===== src/rtl/atm_pkg.sv =====
// Shared definitions for the ATM cash dispenser.
//   atm_state_e : dispenser FSM states
//   ERR_*       : err_code values reported with the error pulse
//   cass_idx_t  : cassette index (0..2); the value 3 marks "past the last cassette"
package atm_pkg;

    typedef enum logic [2:0] {
        ST_IDLE     = 3'd0,
        ST_CHECK    = 3'd1,
        ST_PLAN     = 3'd2,
        ST_FIRE     = 3'd3,
        ST_WAIT_ACK = 3'd4,
        ST_FINISH   = 3'd5
    } atm_state_e;

    localparam logic [1:0] ERR_ZERO_AMT  = 2'd0;
    localparam logic [1:0] ERR_TOO_LARGE = 2'd1;
    localparam logic [1:0] ERR_NO_CHANGE = 2'd2;
    localparam logic [1:0] ERR_JAM       = 2'd3;

    typedef logic [1:0] cass_idx_t;

    localparam cass_idx_t CASS_END = 2'd3;

endpackage


===== src/rtl/atm_note_planner.sv =====
// Greedy note planner: splits an amount over three cassettes, largest note
// first, never planning more notes than a cassette holds. One action per cycle.
// Ports:
//   clk, reset           : clock, synchronous active-high reset
//   start                : load amount and begin planning (ignored while busy)
//   amount               : amount to split
//   inv0..inv2           : cassette inventories (held stable while busy)
//   busy                 : planning in progress
//   done                 : one-cycle pulse when planning has finished
//   ok                   : valid with done; 1 when the amount was fully covered
//   plan0..plan2         : planned note counts per cassette, valid with done
module atm_note_planner
    import atm_pkg::*;
#(
    parameter int AMT_W  = 32,
    parameter int CNT_W  = 10,
    parameter int DENOM0 = 200,
    parameter int DENOM1 = 100,
    parameter int DENOM2 = 50
) (
    input  logic             clk,
    input  logic             reset,
    input  logic             start,
    input  logic [AMT_W-1:0] amount,
    input  logic [CNT_W-1:0] inv0,
    input  logic [CNT_W-1:0] inv1,
    input  logic [CNT_W-1:0] inv2,
    output logic             busy,
    output logic             done,
    output logic             ok,
    output logic [CNT_W-1:0] plan0,
    output logic [CNT_W-1:0] plan1,
    output logic [CNT_W-1:0] plan2
);

    cass_idx_t        k;
    logic [AMT_W-1:0] rem;
    logic [CNT_W-1:0] p [0:2];

    logic [AMT_W-1:0] cur_den;
    logic [CNT_W-1:0] cur_p;
    logic [CNT_W-1:0] cur_inv;
    logic             take;

    // Operands of the cassette under consideration; k == CASS_END selects nothing.
    always_comb begin
        cur_den = '0;
        cur_p   = '0;
        cur_inv = '0;
        case (k)
            2'd0: begin cur_den = AMT_W'(DENOM0); cur_p = p[0]; cur_inv = inv0; end
            2'd1: begin cur_den = AMT_W'(DENOM1); cur_p = p[1]; cur_inv = inv1; end
            2'd2: begin cur_den = AMT_W'(DENOM2); cur_p = p[2]; cur_inv = inv2; end
            default: ;
        endcase
        take = busy && (k != CASS_END) && (rem >= cur_den) && (cur_p < cur_inv);
    end

    always_ff @(posedge clk) begin
        if (reset) begin
            busy <= 1'b0;
            k    <= '0;
            rem  <= '0;
            p[0] <= '0;
            p[1] <= '0;
            p[2] <= '0;
        end else if (start && !busy) begin
            busy <= 1'b1;
            k    <= '0;
            rem  <= amount;
            p[0] <= '0;
            p[1] <= '0;
            p[2] <= '0;
        end else if (busy) begin
            if (k == CASS_END) begin
                busy <= 1'b0;
            end else if (take) begin
                p[k] <= p[k] + CNT_W'(1);
                rem  <= rem - cur_den;
            end else begin
                k <= k + 2'd1;
            end
        end
    end

    assign done  = busy && (k == CASS_END);
    assign ok    = (rem == '0);
    assign plan0 = p[0];
    assign plan1 = p[1];
    assign plan2 = p[2];

endmodule


===== src/rtl/atm_cash_dispenser.sv =====
// ATM cash dispenser: accepts an authorised withdrawal, plans notes across three
// cassettes, ejects them one at a time with an ack handshake, and reports
// done or a coded error together with the amount actually paid out.
// Ports:
//   clk, reset        : clock, synchronous active-high reset
//   req_valid/ready   : request handshake; a request is taken on a cycle where
//                       both are high, req_amount is sampled on that same edge,
//                       and req_ready never depends on req_valid
//   req_amount        : requested amount
//   refill            : reload all cassettes to INIT_CNT (IDLE only; blocks accept)
//   note_fire/sel     : one-cycle eject command and cassette index
//   note_ack          : mechanism confirms an ejection (only heard in WAIT_ACK)
//   done / error      : one-cycle completion pulses; err_code valid with error
//   disp_total        : amount physically paid out, held until next accept
//   cnt0..cnt2        : cassette inventories
module atm_cash_dispenser
    import atm_pkg::*;
#(
    parameter int AMT_W     = 32,
    parameter int CNT_W     = 10,
    parameter int DENOM0    = 200,
    parameter int DENOM1    = 100,
    parameter int DENOM2    = 50,
    parameter int INIT_CNT  = 100,
    parameter int MAX_NOTES = 40,
    parameter int ACK_TO    = 16
) (
    input  logic             clk,
    input  logic             reset,
    input  logic             req_valid,
    input  logic [AMT_W-1:0] req_amount,
    output logic             req_ready,
    input  logic             refill,
    output logic             note_fire,
    output logic [1:0]       note_sel,
    input  logic             note_ack,
    output logic             done,
    output logic             error,
    output logic [1:0]       err_code,
    output logic [AMT_W-1:0] disp_total,
    output logic [CNT_W-1:0] cnt0,
    output logic [CNT_W-1:0] cnt1,
    output logic [CNT_W-1:0] cnt2
);

    localparam logic [AMT_W-1:0] MAX_AMT = AMT_W'(MAX_NOTES * DENOM0);
    localparam int               TMR_W   = $clog2(ACK_TO + 1);

    atm_state_e       state;
    logic [AMT_W-1:0] amount;
    logic [CNT_W-1:0] cnt  [0:2];
    logic [CNT_W-1:0] plan [0:2];
    cass_idx_t        cur_k;
    logic [TMR_W-1:0] timer;
    logic             fin_err;

    logic             plan_start, plan_busy, plan_done, plan_ok;
    logic [CNT_W-1:0] plan_p0, plan_p1, plan_p2;
    logic             fire_any;
    cass_idx_t        fire_sel;

    function automatic logic [AMT_W-1:0] denom(input cass_idx_t k);
        logic [AMT_W-1:0] d;
        case (k)
            2'd0:    d = AMT_W'(DENOM0);
            2'd1:    d = AMT_W'(DENOM1);
            default: d = AMT_W'(DENOM2);
        endcase
        return d;
    endfunction

    // The planner starts in the same cycle CHECK decides the amount is plannable.
    assign plan_start = (state == ST_CHECK) && (amount != '0) && (amount <= MAX_AMT) && !plan_busy;

    atm_note_planner #(
        .AMT_W (AMT_W),
        .CNT_W (CNT_W),
        .DENOM0(DENOM0),
        .DENOM1(DENOM1),
        .DENOM2(DENOM2)
    ) u_planner (
        .clk   (clk),
        .reset (reset),
        .start (plan_start),
        .amount(amount),
        .inv0  (cnt[0]),
        .inv1  (cnt[1]),
        .inv2  (cnt[2]),
        .busy  (plan_busy),
        .done  (plan_done),
        .ok    (plan_ok),
        .plan0 (plan_p0),
        .plan1 (plan_p1),
        .plan2 (plan_p2)
    );

    // Lowest cassette index that still has planned notes.
    always_comb begin
        fire_any = 1'b1;
        fire_sel = 2'd0;
        if (plan[0] != '0)      fire_sel = 2'd0;
        else if (plan[1] != '0) fire_sel = 2'd1;
        else if (plan[2] != '0) fire_sel = 2'd2;
        else                    fire_any = 1'b0;
    end

    assign req_ready = (state == ST_IDLE) && !refill;
    assign note_fire = (state == ST_FIRE) && fire_any;
    assign note_sel  = note_fire ? fire_sel : 2'd0;
    assign done      = (state == ST_FINISH) && !fin_err;
    assign error     = (state == ST_FINISH) && fin_err;
    assign cnt0      = cnt[0];
    assign cnt1      = cnt[1];
    assign cnt2      = cnt[2];

    always_ff @(posedge clk) begin
        if (reset) begin
            state      <= ST_IDLE;
            amount     <= '0;
            disp_total <= '0;
            err_code   <= ERR_ZERO_AMT;
            fin_err    <= 1'b0;
            cur_k      <= '0;
            timer      <= '0;
            for (int i = 0; i < 3; i++) begin
                cnt[i]  <= CNT_W'(INIT_CNT);
                plan[i] <= '0;
            end
        end else begin
            case (state)
                ST_IDLE: begin
                    if (refill) begin
                        for (int i = 0; i < 3; i++) cnt[i] <= CNT_W'(INIT_CNT);
                    end else if (req_valid) begin
                        amount     <= req_amount;
                        disp_total <= '0;
                        for (int i = 0; i < 3; i++) plan[i] <= '0;
                        state      <= ST_CHECK;
                    end
                end
                ST_CHECK: begin
                    if (amount == '0) begin
                        fin_err  <= 1'b1;
                        err_code <= ERR_ZERO_AMT;
                        state    <= ST_FINISH;
                    end else if (amount > MAX_AMT) begin
                        fin_err  <= 1'b1;
                        err_code <= ERR_TOO_LARGE;
                        state    <= ST_FINISH;
                    end else begin
                        state <= ST_PLAN;
                    end
                end
                ST_PLAN: begin
                    if (plan_done) begin
                        if (plan_ok) begin
                            plan[0] <= plan_p0;
                            plan[1] <= plan_p1;
                            plan[2] <= plan_p2;
                            state   <= ST_FIRE;
                        end else begin
                            fin_err  <= 1'b1;
                            err_code <= ERR_NO_CHANGE;
                            state    <= ST_FINISH;
                        end
                    end
                end
                ST_FIRE: begin
                    if (fire_any) begin
                        cur_k <= fire_sel;
                        // timer counts cycles elapsed since the fire pulse
                        timer <= TMR_W'(1);
                        state <= ST_WAIT_ACK;
                    end else begin
                        fin_err <= 1'b0;
                        state   <= ST_FINISH;
                    end
                end
                ST_WAIT_ACK: begin
                    if (note_ack) begin
                        cnt[cur_k]  <= cnt[cur_k] - CNT_W'(1);
                        plan[cur_k] <= plan[cur_k] - CNT_W'(1);
                        disp_total  <= disp_total + denom(cur_k);
                        state       <= ST_FIRE;
                    end else if (timer == TMR_W'(ACK_TO - 1)) begin
                        // error lands ACK_TO cycles after the unanswered fire
                        fin_err  <= 1'b1;
                        err_code <= ERR_JAM;
                        state    <= ST_FINISH;
                    end else begin
                        timer <= timer + TMR_W'(1);
                    end
                end
                ST_FINISH: begin
                    state <= ST_IDLE;
                end
                default: state <= ST_IDLE;
            endcase
        end
    end

endmodule


===== config.mk =====
export PLATFORM = sky130hd
export DESIGN_NAME = atm_cash_dispenser
export DESIGN_NICKNAME = d
export VERILOG_FILES = /design/src/rtl/atm_pkg.sv /design/src/rtl/atm_note_planner.sv /design/src/rtl/atm_cash_dispenser.sv
export SDC_FILE = /design/constraint.sdc
export NUM_CORES = 1
export LEC_CHECK = 0
export CORE_UTILIZATION = 50
export DETAILED_ROUTE_END_ITERATION = 8
export PLACE_DENSITY = 0.7
export RECOVER_POWER = 25
export SLEW_MARGIN = 0
export SYNTH_ARGS = -nofsm -noshare
export SYNTH_HDL_FRONTEND = slang
export SYNTH_HIERARCHICAL = 1
export SYNTH_SLANG_ARGS = --single-unit

===== constraint.sdc =====
create_clock -name clk -period 7.11 [get_ports clk]
set_clock_uncertainty 0.15 [all_clocks]
set_input_delay 1.422 -clock clk [delete_from_list [all_inputs] [get_ports clk]]
set_output_delay 1.422 -clock clk [all_outputs]
set_load 0.005 [all_outputs]

==> results.sh, run 1 <==
export IMPL_status="complete, no violations"
export IMPL_layout_nets=1460
export IMPL_post_cts_repair_setup_buffers=0
export IMPL_gp_congestion=0.9240
export IMPL_antenna_found_initial=0
export IMPL_netlist_area_sq_um=12590
export IMPL_diodes=0
export IMPL_cp_max_fo=32
export IMPL_hold_path_class="register to register"
export IMPL_crit_arrival_ns=4.91
export IMPL_rows=57
export IMPL_dp_hpwl_um=23750
export IMPL_clk_latency_ns=0.52
export IMPL_fmax_mhz=204.8
export IMPL_drt_initial_drc_count=980
export IMPL_yosys_area_share_adder_pct=3.697
export IMPL_grt_start_max_net_pins=51
export IMPL_detail_route_wl_per_cell_um=19.14
export IMPL_worst_slack_ns=2.227
export IMPL_tns_ns=0
export IMPL_drc_errors=0
export IMPL_avgSynthCellArea_sq_um=9.693
export IMPL_p_leak_nw=5.400
export IMPL_initial_core_util_pct=51.32
export IMPL_synth_edf_count=120
export IMPL_grt_setup_unrepaired="no"
export IMPL_cp_cell_sequence="inv_1 > ha_1 > a222oi_1 > or2_2 > ha_1 > a21oi_1 > o21ai_0 > a211oi_1 > nand3_1 > nor2_1 > a21o_1"
export IMPL_muxShareOfSynthArea_pct=6.082
export IMPL_vias_per_cell=6.058
export IMPL_syn2layout_area_growth_pct=16.67
export IMPL_ys_ff_latch=235
export IMPL_core_sq_um=24530
export IMPL_power_density_nw_per_um2=264.9
export IMPL_routed_wl_um=33090
export IMPL_crit_required_ns=7.14
export IMPL_drtPass1Iterations=6
export IMPL_cts_root_buffer="clkbuf_16"
export IMPL_drive_gt1_share_pct=6.762
export IMPL_critPathKind="register to register"
export IMPL_cts_resized=0
export IMPL_most_common_layout_cells="nand2_1 (165), nor2_1 (128), edfxtp_1 (120)"
export IMPL_cts_tree="done"
export IMPL_drv_cap=0
export IMPL_die_w_um=160.7
export IMPL_crit_path_max_incr_delay_ns=0.82
export IMPL_clk_pin_slew_ns=0.06
export IMPL_irDropWorstVdd_v=0.0002150
export IMPL_report_final_setup_viol=0
export IMPL_cts_buffers=25
export IMPL_synth_main_ff_cell="edfxtp_1"
export IMPL_grt_usage_pct=25.69
export IMPL_relSlewSlack_pct=12.14
export IMPL_grt_pass1_vias=9664
export IMPL_cp_end_kind="register"
export IMPL_drtAntennaViolNets=0
export IMPL_netlist_instances=1299
export IMPL_synth_seq_area_share_pct=46.90
export IMPL_io_pins=107
export IMPL_io_buffers=105
export IMPL_synthArstFlopShare_pct=0
export IMPL_synth_compound_area_share_pct=14.85
export IMPL_die_h_um=160.7
export IMPL_overflow=0
export IMPL_slew_violations=0
export IMPL_cts_buffer_depth=3
export IMPL_mostFrequentLayoutCell="nand2_1"
export IMPL_die_area_sq_um=25820
export IMPL_yosysWarnings=6
export IMPL_nFillCells=2104
export IMPL_grt_pass1_wl_um=52760
export IMPL_dr_total_vias=10470
export IMPL_synth_top_family_by_area="simple AND/OR/NAND/NOR gates"
export IMPL_synth_simple_gate_area_share_pct=21.63
export IMPL_cts_sinks=235
export IMPL_crit_path_top_delay_cell="nand3_1"
export IMPL_cts_hold_buf=0
export IMPL_tightest_slew_ns=1.318
export IMPL_synthXorXnorAreaFrac_pct=2.981
export IMPL_htree_num_levels=1
export IMPL_rrSetupSlack_ns=2.23
export IMPL_hold_violations=0
export IMPL_start_kind="register"
export IMPL_layout_min_cycle_time_ns=4.883
export IMPL_synth_distinct_cells=80
export IMPL_timing_final_crit_share_pct=68.67
export IMPL_crit_top_cell="ha_1"
export IMPL_pre_cts_slack_ns=2.306
[registers in the layout (all words and copies together) (netlist names), named ones only]
signal	cells
disp_total	31
state	3
err_code	2
fin_err	1
u_planner/rem	32
u_planner/k	2
cnt	40
u_planner/busy	1
plan	40
u_planner/p	40
timer	5
cur_k	2
amount	32
[worst max-delay path: cells and delay by family, from the launching register on]
family | cells | cell delay, ns
and+or+nand+nor | 3 | 1.65
AOI/OAI and AO/OA | 5 | 1.21
adders and majority gates | 2 | 1.03
DFF | 1 | 0.35
buffers and inverters | 1 | 0.13
[area by class of cell]
class | instances | area (sq um) | area share [%]
Multi-Input combinational cell | 951 | 6200 | 42.20
Sequential cell | 235 | 5906 | 40.20
Timing Repair Buffer | 118 | 1136 | 7.734
Clock buffer | 31 | 710.7 | 4.838
Tap cell | 324 | 405.4 | 2.760
Inverter | 56 | 210.2 | 1.431
Clock inverter | 14 | 122.6 | 0.8347
[kinds of logic (layout without fill, tap and decap cells)]
logic type	count (synthesis)	in the layout
other	2	11
adder cells (fa/ha/maj)	36	36
multiplexers	36	36
AND/OR/NAND/NOR	542	542
XOR/XNOR	42	42
AO/OA/AOI/OAI	284	284
buffers and inverters	122	219
flip-flops	235	235
[path summary, 6_finish.rpt]
kind,from,to,cells past startpoint
setup reg to reg,u_planner/k[0],u_planner/p[2][1],11
hold reg to reg,timer[4],timer[4],2
setup / recovery,u_planner/k[0],u_planner/p[2][1],11
hold / removal,timer[4],timer[4],2
[where the power goes]
group | switching [mW] | leakage (nW) | internal [mW]
sequential | 0.105 | 2.13 | 1.53
clock | 0.535 | 0.411 | 0.780
combinational | 0.600 | 2.86 | 0.344
total | 1.24 | 5.40 | 2.65
[cells in the mapped netlist, types with 20 or more instances]
master	count	area [sq um]
or4_1	20	150.1
a21oi_1	75	375.4
clkbuf_1	56	210.2
o21ai_0	64	320.3
inv_1	56	210.2
nor2_1	127	476.7
mux4_2	22	495.5
edfxtp_1	120	3603
dfxtp_1	115	2302
nand2_1	165	619.3
nor3_1	29	145.1
nand3_1	48	240.2
ha_1	34	425.4
nor4_1	21	131.4
xor2_1	25	219.0
[per-layer routing]
metal	up-vias	wire length, um	track usage, %
li1	5005	-	-
met1	4991	14370	36.02
met2	417	15350	41.52
met3	61	2555	3.796
met4	0	814	7.013
met5	-	0	0
[per-stage QoR]
stage                     utilization, %  instances  power (mW)  hold WS, ns  area, sq um
after floorplan                        -       1308       2.255       0.2926        12620
after global placement             56.72       1684       2.581       0.3015        13910
after detailed placement           56.72       1684       2.589       0.3081        13910
after CTS                          60.11       1729       3.895       0.3165        14750
after global routing               59.88       1729       4.062       0.3495        14690
final                              59.88       1729       3.892       0.3157        14690
(Power assumes the default switching activity.)
==> run 2: changes to the inputs <==
--- a/config.mk
+++ b/config.mk
@@ -7,7 +7,7 @@
 export LEC_CHECK = 0
 export CORE_UTILIZATION = 50
 export DETAILED_ROUTE_END_ITERATION = 8
-export PLACE_DENSITY = 0.7
+export PLACE_DENSITY = 0.73
 export RECOVER_POWER = 25
 export SLEW_MARGIN = 0
 export SYNTH_ARGS = -nofsm -noshare
==> constraint.sdc (replaced) <==
create_clock -name clk -period 4.1 [get_ports clk]
set_clock_uncertainty 0.15 [all_clocks]
set_input_delay 0.82 -clock clk [delete_from_list [all_inputs] [get_ports clk]]
set_output_delay 0.82 -clock clk [all_outputs]
set_load 0.005 [all_outputs]
==> run 2 against run 1 <==
First-iteration DRC count is 18% higher. Die area stayed put. Sequential cell count stayed put. Core utilization is 0.58 points higher. Final cell count is 1.3% higher. Clock-buffer cell count is 2 higher. Final area is 0.97% higher. Highest routed layer unchanged. Total power is 72% higher. Via count is 1.8% higher. Register-to-register slack worse by 1.9 ns. Critical endpoint is now note_sel[1]. Combinational power is 80% higher. Non-clock buffer count is 22 higher.
==> results.sh, run 2 (synthesis results as in run 1) <==
export IMPL_status="complete, no violations"
export IMPL_crit_arrival_ns=2.85
export IMPL_clk_pin_slew_ns=0.06
export IMPL_drtAntennaViolNets=0
export IMPL_most_common_layout_cells="nand2_1 (165), nor2_1 (128), edfxtp_1 (120)"
export IMPL_cp_max_fo=4
export IMPL_worstSetupStartpoint="plan[0][9]"
export IMPL_crit_required_ns=3.13
export IMPL_grt_start_max_net_pins=49
export IMPL_drc_errors=0
export IMPL_critPathKind="register to output pin"
export IMPL_die_w_um=160.7
export IMPL_htree_num_levels=1
export IMPL_cts_sinks=235
export IMPL_multi_input_area_sq_um=6240
export IMPL_regToRegStartpoint="u_planner/k[1]"
export IMPL_core_sq_um=24530
export IMPL_tns_ns=0
export IMPL_finalNonFillerCells=1751
export IMPL_fin_util_pct=60.46
export IMPL_routed_wl_um=32990
export IMPL_power_density_nw_per_um2=451.9
export IMPL_cts_root_buffer="clkbuf_16"
export IMPL_dp_cells=1706
export IMPL_die_area_sq_um=25820
export IMPL_syn2layout_area_growth_pct=17.81
export IMPL_irDropWorstVdd_v=0.0003878
export IMPL_grt_pass1_wl_um=53140
export IMPL_timing_final_crit_share_pct=93.09
export IMPL_combPwrFrac_pct=25.4
export IMPL_mostFrequentLayoutCell="nand2_1"
export IMPL_p_total_mw=6.703
export IMPL_grt_setup_unrepaired="no"
export IMPL_cts_buffers=25
export IMPL_p_leak_nw=5.521
export IMPL_slew_violations=0
export IMPL_grt_usage_pct=25.61
export IMPL_antenna_found_initial=1
export IMPL_cts_hold_buf=0
export IMPL_initial_core_util_pct=51.32
export IMPL_overflow=0
export IMPL_tightest_slew_ns=1.369
export IMPL_rows=57
export IMPL_pre_cts_slack_ns=0.04699
export IMPL_cts_buffer_depth=3
export IMPL_drv_cap=0
export IMPL_p_sw_share_pct=31.98
export IMPL_clk_latency_ns=0.52
export IMPL_hold_path_class="register to register"
export IMPL_dp_hpwl_um=24140
export IMPL_whs_ns=0.3172
export IMPL_cts_tree="done"
export IMPL_finalInstanceArea_sq_um=14830
export IMPL_io_buffers=105
export IMPL_worst_slack_ns=0.2831
export IMPL_cp_end_kind="output pin"
export IMPL_drive_gt1_share_pct=8.415
export IMPL_die_h_um=160.7
export IMPL_internal_power_mw=4.559
export IMPL_p_clk_share_pct=32.7
export IMPL_fmax_mhz=262.0
export IMPL_post_dp_cell_area_sq_um=14080
export IMPL_seq_power_share_pct=41.9
export IMPL_start_kind="register"
export IMPL_vias_per_cell=6.091
export IMPL_dr_total_vias=10670
export IMPL_hold_violations=0
export IMPL_reg_top3="cnt x40, plan x40, u_planner/p x40"
export IMPL_drt_initial_drc_count=1160
export IMPL_drtPass1Iterations=8
export IMPL_netSwitchingPower_mw=2.143
export IMPL_report_final_setup_viol=0
export IMPL_nFillCells=2094
export IMPL_layout_min_cycle_time_ns=3.817
export IMPL_relSlewSlack_pct=8.715
export IMPL_seq_area_sq_um=5906
export IMPL_grt_pass1_vias=10030
export IMPL_hold_start="amount[21]"
export IMPL_detail_route_wl_per_cell_um=18.84
export IMPL_gp_congestion=0.9536
export IMPL_io_pins=107
export IMPL_layout_nets=1482
[run 2: final cells by class]
class                      instances  area share (%)
antenna                            1         0.01687
inverter                          56           1.417
tap                              324           2.733
clock inverter                    11          0.7592
clock buffer                      33           4.496
timing repair buffer             140           8.697
multi-input combinational        951           42.07
sequential                       235           39.81
[run 2: what timing repair did]
action,4_1_cts,5_1_grt
resized for setup,0,6
setup buffers,0,0
endpoints found under the setup margin,0,67
[run 2: final timing paths]
| kind | slack [ns] | endpoint | cells past startpoint |
|---|---|---|---|
| worst max-delay path | 0.28 | note_sel[1] | 4 |
| worst min register to register | 0.32 | amount[21] | 2 |
| worst max register to register | 0.36 | u_planner/p[0][0] | 10 |
| worst min-delay path | 0.32 | amount[21] | 2 |
[run 2: power by group through the flow]
| stage | Clock, mW | Sequential [mW] | Combinational, mW |
|---|---|---|---|
| floorplan | 0 | 2.78 | 1.13 |
| global placement | 0 | 2.85 | 1.64 |
| detailed placement | 0 | 2.86 | 1.67 |
| CTS | 2.21 | 2.80 | 1.68 |
| global route | 2.31 | 2.83 | 1.86 |
| finish | 2.19 | 2.81 | 1.70 |
[run 2: critical path, stage by stage, from the launching register on]
cell	delay [ns]
edfxtp_1	0.39
nor4_1	0.60
nand4_1	0.28
nor3b_1	0.45
clkdlybuf4s50_1	0.60
[run 2: layer usage]
metal  track usage [%]  up-vias  share of wire, %
met3             3.667       54               7.5
met1             35.55     5129                43
met5                 0        -                 0
li1                  -     5075                 -
met2             41.70      407                46
met4             7.446        0               2.9
==> patch, RTL diff (settings of run 2) <==
Set the parameter `ACK_TO` to 8 (it was 16).
--- a/src/rtl/atm_cash_dispenser.sv
+++ b/src/rtl/atm_cash_dispenser.sv
@@ -23,7 +23,7 @@
     parameter int DENOM2    = 50,
     parameter int INIT_CNT  = 100,
     parameter int MAX_NOTES = 40,
-    parameter int ACK_TO    = 16
+    parameter int ACK_TO    = 8
 ) (
     input  logic             clk,
     input  logic             reset,
Behaviour: no difference found for any inputs over 4 cycles, from zero or initial values and one cycle with reset high; that may be too few to reach the edited logic, so the function may still have changed.
==> patch against run 2 <==
Non-clock buffer count is 6 higher; sequential cell count is 1 lower; sequential share of layout area is 0.14 points higher; combinational power is 28% lower; final area is 0.69% lower; wire length is 2.1% lower; register-to-register slack worse by 0.02 ns; power is 4.4% lower; die area is 2.3% lower; setup slack worse by 0.022 ns; area after synthesis is 2.4% lower; critical path type unchanged; highest routed layer unchanged.
==> patch: results (changes against run 2) <==
The leakage power of the design came out at 5.62 nW (+1.8%). The final weighted congestion of routability-driven global placement is 0.926 (-2.9%). The average routed wire per standard cell is 18.7 um (-0.78%). In the final layout, the registers with the most flip-flops are cnt: 40 flops, plan: 40 flops, u_planner/p: 40 flops. The initial DRC count came out at 1144 (-1.4%). The total of buffers placed on input and output ports came to 105 (unchanged).

The placed wire-length estimate is 23600 um (-2.1%). In this run the top signal layer used is met4. The layout filler cell count was 2059 (-1.7%). The number of nets in the finished design is 1455 (-1.8%). The run finished with clean final reports. The number of library cell types mapped by synthesis was 75 (-6.3%). The setup slack of the worst register-to-register path came out at 0.34 ns (-0.02 ns). The fraction of layout instances using a drive strength above 1 is 9.76% (+1.3 points). The highest ir drop seen on vdd is 0.298 mV (-23%).

The worst register-to-register path begins at u_planner/k[0]$_SDFFE_PP0P_. The endpoint of the most critical setup path is note_sel[1]. The post-CTS setup repair buffer count is 0 (unchanged). The number of CTS-inserted buffers came out at 26 (+4.0%).

Among all flip-flop cells after synthesis, the most frequent one is edfxtp_1. The detailed route wirelength on metal2 came out at 15400 um (+0.51%). The sequential area share after synthesis is 47.9% (+0.97 points).

The data arrival at the endpoint of the critical path was 2.87 ns (+0.02 ns). The capturing point of the worst reg2reg path is u_planner/rem[10]$_SDFFE_PP0P_. The iteration count of the initial detailed-routing pass came out at 8 (unchanged). The wire length of the first global-routing pass was 52100 um (-2.0%). The area of placed instances is 0.0138 mm2 (-2.0%).

The most critical setup path has its startpoint at plan[0][9]$_DFFE_PP_. The routed length on met1 was 13700 um (-3.7%). The maximum fanout count along the critical path was 3 (-1). The worst hold path terminates at amount[26]$_SDFFE_PP0P_. The pin count of the biggest net entering global routing is 49 (unchanged). The cell depth of the worst hold path came out at 2 (unchanged). Sorting the synthesized cells by area gives the leading types as edfxtp_1, dfxtp_1, nand2_1, nor2_1, mux4_2. The final-layout worst hold slack was 0.319 ns (+0.00167 ns). Counting instances in the post-synthesis netlist gives the leading cell types as nand2_1, nor2_1, edfxtp_1.

The total global-route track usage came out at 25.5% (-0.13 points). The startpoint identified for the worst hold timing path is amount[26]$_SDFFE_PP0P_. The worst-case reg-to-reg path depth came to 13 (+3). The initial antenna violation count is 0 (-1).

The via density per instance is 5.99 (-1.7%). The total inserted antenna cells was 0 (-1). The wire length on met3 came out at 1970 um (-20%). The max-slew headroom at the worst pin came to 6.97% (-1.7 points). The via count of the first global-routing pass is 9984 (-0.50%).
## patch: changes by cell type in the layout (fill, tap and decap cells not counted), moves of 7 or more
cell,run 2,this run
xor2_1,25,38
nor2_1,128,150
buf_4,30,39
clkdlybuf4s50_1,70,40
or3_1,19,11
o21ai_0,65,57
a21oi_1,75,68
dlygate4sd3_1,34,64
clkbuf_1,11,2
## patch: layer usage
layer,global-route usage [%],up-vias
met4,9.89,0
met2,42.5,408
met1,33.8,4953
met5,0,-
met3,3.00,81
li1,-,4903
## patch: worst max-delay path: stages (launching register included)
cell and delay (ns):
edfxtp_1 0.40, nor4_1 0.42, nand3_1 0.27, or2_2 0.36, nor3_1 0.32, clkdlybuf4s50_1 0.58
## patch: stage by stage
stage                     total power (W)  setup slack [ns]  cells
after floorplan                   0.00349            0.0496   1279
after global placement            0.00395             0.284   1677
final                             0.00641             0.261   1727
after CTS                         0.00644            0.0561   1725
after detailed placement          0.00398             0.131   1677
after global routing              0.00667            0.0425   1727
## patch: layout make-up
type / instances / area (um2) / share of cell area [%]
inverter: 52 / 195 / 1.33
multi-input combinational: 923 / 5980 / 40.6
timing repair buffer: 146 / 1350 / 9.14
clock buffer: 27 / 676 / 4.59
tap: 324 / 405 / 2.75
sequential: 234 / 5890 / 40.0
clock inverter: 21 / 241 / 1.64
## patch: report_power, final
part	switching, W	internal, W
registers	0.000122	0.00260
clock network	0.000957	0.00151
logic	0.000746	0.000472
total	0.00183	0.00458
## patch: cell families after synthesis
kind of cell | after synthesis | share of synthesized area, %
DFF | 234 | 47.9
xor gates and xnor gates | 55 | 3.98
other | 2 | 0.0611
AOI/OAI and AO/OA | 256 | 13.7
adders and majority gates | 35 | 3.68
and+or+nand+nor | 533 | 20.9
muxes | 33 | 5.95
buffers and inverters | 122 | 3.84
